$ cat src/rtl/led_pkg.sv
// Shared constants for the blink generator and the LED fader that consumes its output.
package led_pkg;

   typedef enum logic [1:0] {
      ST_OFF  = 2'd0,
      ST_UP   = 2'd1,
      ST_ON   = 2'd2,
      ST_DOWN = 2'd3
   } fader_state_t;

   localparam int DEF_PWM_BITS = 8;
   localparam int DEF_STEP_DIV = 4096;

   // Blink generator widths, kept here so both blocks agree on them.
   localparam int BLINK_CNT_BITS = 24;
   localparam int BLINK_LED_BITS = 1;

endpackage

$ cat src/rtl/led_pwm_gen.sv
// Free-running PWM counter with a registered compare against the brightness level.
module led_pwm_gen
   import led_pkg::*;
#(
   parameter int PWM_BITS = DEF_PWM_BITS
) (
   input  logic                clock,
   input  logic                reset,
   input  logic [PWM_BITS-1:0] in_level,
   output logic                out_pwm
);

   localparam logic [PWM_BITS-1:0] LVL_MAX = '1;
   localparam logic [PWM_BITS-1:0] CNT_ONE = PWM_BITS'(1);

   logic [PWM_BITS-1:0] r_pwmCnt;
   logic                r_pwm;

   // Full level forces the output solid high rather than one low slot per period.
   always_ff @(posedge clock) begin
      if (reset) begin
         r_pwmCnt <= '0;
         r_pwm    <= 1'b0;
      end else begin
         r_pwmCnt <= r_pwmCnt + CNT_ONE;
         r_pwm    <= (in_level == LVL_MAX) ? 1'b1 : (r_pwmCnt < in_level);
      end
   end

   assign out_pwm = r_pwm;

endmodule

$ cat src/rtl/led_fader.sv
// Ramps an LED brightness level toward the requested on/off state and drives it as PWM.
module led_fader
   import led_pkg::*;
#(
   parameter int PWM_BITS = DEF_PWM_BITS,
   parameter int STEP_DIV = DEF_STEP_DIV
) (
   input  logic                clock,
   input  logic                reset,
   input  logic                in_led,
   output logic                out_pwm,
   output logic [PWM_BITS-1:0] out_level,
   output logic                out_busy
);

   localparam int                  PS_W    = (STEP_DIV > 1) ? $clog2(STEP_DIV) : 1;
   localparam logic [PS_W-1:0]     PS_LAST = PS_W'(STEP_DIV - 1);
   localparam logic [PS_W-1:0]     PS_ONE  = PS_W'(1);
   localparam logic [PWM_BITS-1:0] LVL_MAX = '1;
   localparam logic [PWM_BITS-1:0] LVL_ONE = PWM_BITS'(1);

   logic                r_tgt;
   logic [PS_W-1:0]     r_prescaler;
   logic                w_tick;
   fader_state_t        r_state;
   fader_state_t        w_nextState;
   logic [PWM_BITS-1:0] r_level;
   logic [PWM_BITS-1:0] w_nextLevel;

   always_ff @(posedge clock) begin
      if (reset) begin
         r_tgt <= 1'b0;
      end else begin
         r_tgt <= in_led;
      end
   end

   // Prescaler free-runs; target changes do not realign the step phase.
   always_ff @(posedge clock) begin
      if (reset) begin
         r_prescaler <= '0;
      end else if (w_tick) begin
         r_prescaler <= '0;
      end else begin
         r_prescaler <= r_prescaler + PS_ONE;
      end
   end

   assign w_tick = (r_prescaler == PS_LAST);

   always_ff @(posedge clock) begin
      if (reset) begin
         r_state <= ST_OFF;
         r_level <= '0;
      end else begin
         r_state <= w_nextState;
         r_level <= w_nextLevel;
      end
   end

   // A direction change always wins over a coincident tick, freezing the level for that cycle.
   always_comb begin
      w_nextState = r_state;
      w_nextLevel = r_level;
      case (r_state)
         ST_OFF: begin
            if (r_tgt) begin
               w_nextState = ST_UP;
            end
         end
         ST_UP: begin
            if (!r_tgt) begin
               w_nextState = ST_DOWN;
            end else if (w_tick) begin
               if (r_level != LVL_MAX) begin
                  w_nextLevel = r_level + LVL_ONE;
                  if ((r_level + LVL_ONE) == LVL_MAX) begin
                     w_nextState = ST_ON;
                  end
               end else begin
                  w_nextState = ST_ON;
               end
            end
         end
         ST_ON: begin
            if (!r_tgt) begin
               w_nextState = ST_DOWN;
            end
         end
         ST_DOWN: begin
            if (r_tgt) begin
               w_nextState = ST_UP;
            end else if (w_tick) begin
               if (r_level != '0) begin
                  w_nextLevel = r_level - LVL_ONE;
                  if (r_level == LVL_ONE) begin
                     w_nextState = ST_OFF;
                  end
               end else begin
                  w_nextState = ST_OFF;
               end
            end
         end
         default: begin
            w_nextState = ST_OFF;
         end
      endcase
   end

   assign out_busy  = (r_state == ST_UP) | (r_state == ST_DOWN);
   assign out_level = r_level;

   led_pwm_gen #(
      .PWM_BITS (PWM_BITS)
   ) u_pwmGen (
      .clock    (clock),
      .reset    (reset),
      .in_level (r_level),
      .out_pwm  (out_pwm)
   );

endmodule
$ cat config.mk
export PLATFORM = sky130hd
export DESIGN_NAME = led_fader
export DESIGN_NICKNAME = d
export VERILOG_FILES = /design/src/rtl/led_pkg.sv /design/src/rtl/led_pwm_gen.sv /design/src/rtl/led_fader.sv
export SDC_FILE = /design/constraint.sdc
export NUM_CORES = 1
export LEC_CHECK = 0
export CORE_UTILIZATION = 59
export CTS_BUF_LIST = sky130_fd_sc_hd__clkbuf_4
export CTS_CLUSTER_DIAMETER = 150
export DETAILED_ROUTE_END_ITERATION = 8
export GPL_TIMING_DRIVEN = 0
export PLACE_DENSITY_LB_ADDON = 0.2
export SLEW_MARGIN = 10
export SYNTH_ARGS = -nofsm -noshare
export SYNTH_HDL_FRONTEND = slang
export SYNTH_SLANG_ARGS = --single-unit
$ cat constraint.sdc
create_clock -name clock -period 2.42 [get_ports clock]
set_input_delay 0.726 -clock clock [delete_from_list [all_inputs] [get_ports clock]]
set_output_delay 0.726 -clock clock [all_outputs]
set_load 0.02 [all_outputs]
[Word-level counts from Yosys, hierarchy flattened]
Cells that the tools add are included.
Widths: inputs -> output; s select.
Word-level totals
  bits in registers: 32
  bits of input ports: 3
  output and inout bits: 10
  word-level logic and storage cells: 57
Cells by class
  add/sub/neg operators: 4
  order comparisons: 1
  eq/ne operators: 20
  muxes and demuxes: 19
  bitwise operators: 1
  reductions and logical operators: 6
Operators by type and width (count)
  $mux 8: 6
  $mux 2: 10
  $add 8x1->8 const B: 2
  $eq 8x8->1 const B: 2
  $ne 2x2->1 const B: 8
  $pmux 8 s2: 1
  $add 12x1->12 const B: 1
  $eq 12x12->1 const B: 1
  $eq 8x1->1 const B: 1
  $lt 8x8->1: 1
  $ne 4x4->1 const B: 2
  $ne 8x8->1 const B: 1
  $pmux 2 s4: 1
  $reduce_bool 8->1: 1
  $sub 8x1->8 const B: 1
  $reduce_and 7->1: 1
  $ne 3x3->1 const B: 2
  $reduce_and 6->1: 1
  $eq 2x2->1 const B: 2
  $eq 2x1->1 const B: 1
  $logic_not 2->1: 1
  $reduce_bool 2->1: 1
  $reduce_or 2->1: 1
  $mux 1: 1
  $or 1x1->1: 1

[Logic depth before layout (Yosys ltp)]
  depth in word-level cells: 7
  mapped depth: 7
  gate-level depth less buffers: 7

[By module]
Synthesis repeated with hierarchy kept, for this count alone.
Unflattened totals
  cells, all modules: 232
  area, all modules: 1949.4 um^2
By module, submodules not included
  led_fader: times used 1, cells each 173, area an instance 1426.4 um^2, seq. area each 460.4 um^2
  led_pwm_gen: times used 1, cells each 59, area an instance 523.0 um^2, seq. area each 180.2 um^2

[Worst setup path before layout]
OpenSTA, ideal clock, no wires.
  path type: reg-to-reg
  start: reg r_level[0] (netlist: out_level[0])
  end: reg r_state[0]
  library setup time: 87 ps
  data arrival time: 1836 ps
  required time: 2333 ps
  path slack: 497 ps
  stages on the path, launching flop included: 7
  buffers on the path: 0
  period minus slack after synthesis: 1923 ps
  cells stage by stage: dfxtp_1 ha_1 and4_2 a41o_1 a211oi_1 or4_1 o31ai_1
Between the ends
  word-level cells in the longest chain between the ends: 5
  elaborated cells between the ends (all ways): 15
  those cells by class: add/sub: 1; eq/ne: 5; mux: 7; reduce/logical: 2
Ends and longest elaborated chain
  start: declaration: RTL line led_fader.sv:27  | logic [PWM_BITS-1:0] r_level;
  start signal: assignment: RTL line led_fader.sv:57  | r_level <= w_nextLevel;
  parallel branches: the longest is 5 deep, another holds $add 8x1->8
  end signal: assignment: RTL line led_fader.sv:56  | r_state <= w_nextState;
  end: declaration: RTL line led_fader.sv:25  | fader_state_t r_state;
Parallel ways; which one is timed is not known. The select of a mux whose other input is x is not followed.
A chain may end at the register's enable or synchronous reset.

[Worst setup path after layout]
  start: reg r_state[0]
  end: out out_busy
Between the ends
  word-level cells in the longest chain between the ends: 2
  elaborated cells between the ends (all ways): 3
  those cells by class: eq/ne: 2; bitwise: 1
Ends and longest elaborated chain
  $eq 2x1->1 or $eq 2x2->1 (tied branches): RTL line led_fader.sv:110  | assign out_busy = (r_state == ST_UP) | (r_state == ST_DOWN);
  $or 1x1->1 (*): RTL line led_fader.sv:110
  end: declaration: RTL line led_fader.sv:13  | output logic out_busy
Every way passes the cells marked *; elsewhere a longest branch is shown, timed or not.

==> impl_metrics.csv <==
group,metric,value,unit
synth,synth.most_common_cell,"dfxtp_1",
route,wl_per_cell,13.4,um
route,initialDrtViolationCount,95,
clock_tree,h-tree-depth,2,
finish,diodes,0,
timing,min_period_over_period,96.1,%
power_and_ir_drop,leakage,0.825,nW
timing,fin_worst_skew,0.00162,ns
worst_setup_path,r2r_slack,0.28,ns
synth,synth_edf_count,0,
place,dp_hpwl,2.74,mm
clock_tree,cts_tree,"yes",
route,vias_per_cell,5.81,
clock_tree,clk_pin_slew_worst_paths,0.10,ns
place,io_buffers,11,
timing,hold_violations,0,
clock_tree,cts_buffers,5,
finish,area_growth,12.2,%
synth,syn_nets,242,
worst_setup_path,worstPathArrival,1.60,ns
route,wl_met1,1.81,mm
floorplan,fp.dieW,59.4,um
synth,synth_top_area_share,32.9,%
worst_setup_path,r2r_end,"out_level[7]$_SDFFE_PP0P_",
synth,synthTopCellsByArea,"dfxtp_1 33%, ha_1 12%, nor2_1 5.6%",
worst_setup_path,start_kind,"register",
timing,rsz0062_at_grt,"no",
power_and_ir_drop,power_density,523,mW/mm2
synth,ys_async_sr_fraction,0,%
route,dr_wl_met2,1.63,mm
worst_setup_path,timing.critical_path.buf_inv,2,
synth,seq_area_frac_synth,32.9,%
synth,postSynthCellCount,220,
timing,slew_viol_final,0,
worst_setup_path,worstSetupPathType,"register to output pin",
synth,netlist_area,0.00195,mm2
floorplan,die_h,59.4,um
global_routing,grtUsageTotal,23.9,%
worst_setup_path,critical_path_required,1.69,ns
timing,slew-limit-headroom,65.7,%
global_routing,grt.overflow.total,0,
run_status,status,"finished clean",
global_routing,antenna_found_initial,0,
global_routing,grt_pass1_wl,6.31,mm
worst_setup_path,path_cells,"ha_2 > clkbuf_8 > or2_2 > clkdlybuf4s15_2",
floorplan,io_pins,13,
floorplan,fp.dieArea,0.00353,mm2
min_path,hold_start,"u_pwmGen.r_pwmCnt[0]$_SDFF_PP0_",
timing,fmax,430,MHz
worst_setup_path,setup.worst_path.start,"r_state[0]$_SDFFE_PP0P_",
synth,synth_area_per_cell,8.85,um2
synth,synth-seq-cells,32,
worst_setup_path,critical_path.max_fanout,10,
synth,ys.flop_type,"dfxtp_1",
floorplan,start_util,62.7,%
timing,tightestPinTransition,0.515,ns
clock_tree,cts.sinks,32,
place,gp_congestion,0.921,
timing,holdWs,0.471,ns
global_routing,grt_max_degree,11,
finish,fin_nets,260,
clock_tree,clk_latency,0.34,ns
power_and_ir_drop,ir_drop,0.413,mV
synth,synth_common_cells,"32 x dfxtp_1, 29 x nor2_1, 19 x ha_1, 12 x inv_1, 12 x xor2_1",
floorplan,core_area,0.00310,mm2
synth,synth_cell_types,52,
route,firstDrtPassIters,4,
timing,setup_viol,0,
min_path,worstHoldPathType,"register to register",
power_and_ir_drop,p_total,1.14,mW
synth,yosys.area.top_type,"dfxtp_1",
min_path,min_to,"u_pwmGen.r_pwmCnt[0]$_SDFF_PP0_",
worst_setup_path,critical_path.top_delay_family,"buffers and inverters",
route,drc,0,
worst_setup_path,crit_path_end_kind,"output pin",
finish,drive_above_1_share,10.5,%
worst_setup_path,r2r_start,"out_level[0]$_SDFFE_PP0P_",
timing,period_needed,2.32,ns
worst_setup_path,r2r_cells,6,
finish,final_cells,283,
route,top_layer_used,"met4",
route,drt_wl_total,3.80,mm
place,dp.cells,275,
worst_setup_path,cp_slowest_cell,"dfxtp_1",
route,drtAntennaViolNets,0,
synth,yosysWarnings,0,
global_routing,grt_pass1_vias,1492,
route,wl_met3,224,um
clock_tree,clockBufferDepth,2,
floorplan,fp-row-count,20,
route,via_count,1644,
flow_run,drv_cap,0,
clock_tree,cts_root_buffer,"clkbuf_4",
worst_setup_path,cpPeakStageDelay,0.34,ns
min_path,hold_path_depth,1,
sequential cells by signal, indices dropped and copies added, names as in the netlist:
name               count
r_prescaler           12
u_pwmGen.out_pwm       1
out_level              8
r_tgt                  1
u_pwmGen.r_pwmCnt      8
r_state                2
worst reg2reg max path: cells and delay by family, from the launching register on:
kind	cells	cell delay [ns]
adders and majority gates	1	0.29
and+or+nand+nor	2	0.67
AOI/OAI and AO/OA	3	0.68
DFF	1	0.43
through the flow:
step                setup slack [ns]  area (um2)  utilization, %  TNS (ns)
finish                        0.0955        2180            70.4         0
global placement             0.00586        2110            68.1         0
global route                  0.0261        2180            70.4         0
floorplan                      0.497        1950               -         0
CTS                           0.0288        2180            70.2         0
detailed placement           -0.0389        2110            68.1   -0.0389
report_power, final:
group	switching, mW	internal [mW]
Sequential	0.0197	0.551
Combinational	0.140	0.121
Clock	0.188	0.122
Total	0.348	0.794
how the worst max path moves through the flow:
stage                              endpoint  slack (ns)  cells past startpoint
CTS                                out_busy        0.03                      4
floorplan           r_state[0]$_SDFFE_PP0P_        0.50                      6
detailed placement                 out_busy       -0.04                      4
global placement                   out_busy       0.006                      4
global route                       out_busy        0.03                      4
finish                             out_busy         0.1                      4
cell type report:
cell class | instances | area (um2)
Clock inverter | 2 | 11.3
Multi-Input combinational cell | 166 | 1200
Fill cell | 268 | 918
Buffer | 10 | 76.3
Clock buffer | 6 | 45.0
Tap cell | 44 | 55.1
Sequential cell | 32 | 641
Timing Repair Buffer | 11 | 111
Inverter | 12 | 45.0
cell families (layout without fill, tap and decap cells):
family | Yosys count | after routing | synth area share [%]
AND/OR/NAND/NOR | 84 | 84 | 22.8
AO/OA/AOI/OAI | 41 | 41 | 16.4
flip-flops | 32 | 32 | 32.9
buffers and inverters | 22 | 41 | 5.72
XOR/XNOR | 21 | 21 | 9.45
adder cells (fa/ha/maj) | 19 | 19 | 12.2
multiplexers | 1 | 1 | 0.578
routing by layer:
metal / vias up / GRT usage [%]
met4: 0 / 13.9
met2: 63 / 36.1
met1: 741 / 30.8
met3: 17 / 5.68
met5: - / 0
li1: 823 / -
layout by cell type, fill, tap and decap left out, types with 3 or more instances in the layout:
cell type / n
a211oi_1: 6
a21oi_1: 7
and3_1: 3
and4_1: 3
buf_2: 3
clkbuf_1: 3
clkbuf_4: 6
clkdlybuf4s50_1: 10
dfxtp_1: 32
ha_1: 17
inv_1: 12
nand2_1: 9
nand2b_1: 3
nand3_1: 10
nand4_1: 3
nor2_1: 29
nor2b_1: 3
nor3_1: 7
o21ai_0: 4
xnor2_1: 9
xor2_1: 12
what timing repair did:
item,CTS,global route
gates resized for setup,6,2
pin swaps,0,0
hold buffers,0,0
endpoints found under the setup margin,1,1
setup buffers,0,0
(Power assumes the default switching activity.)
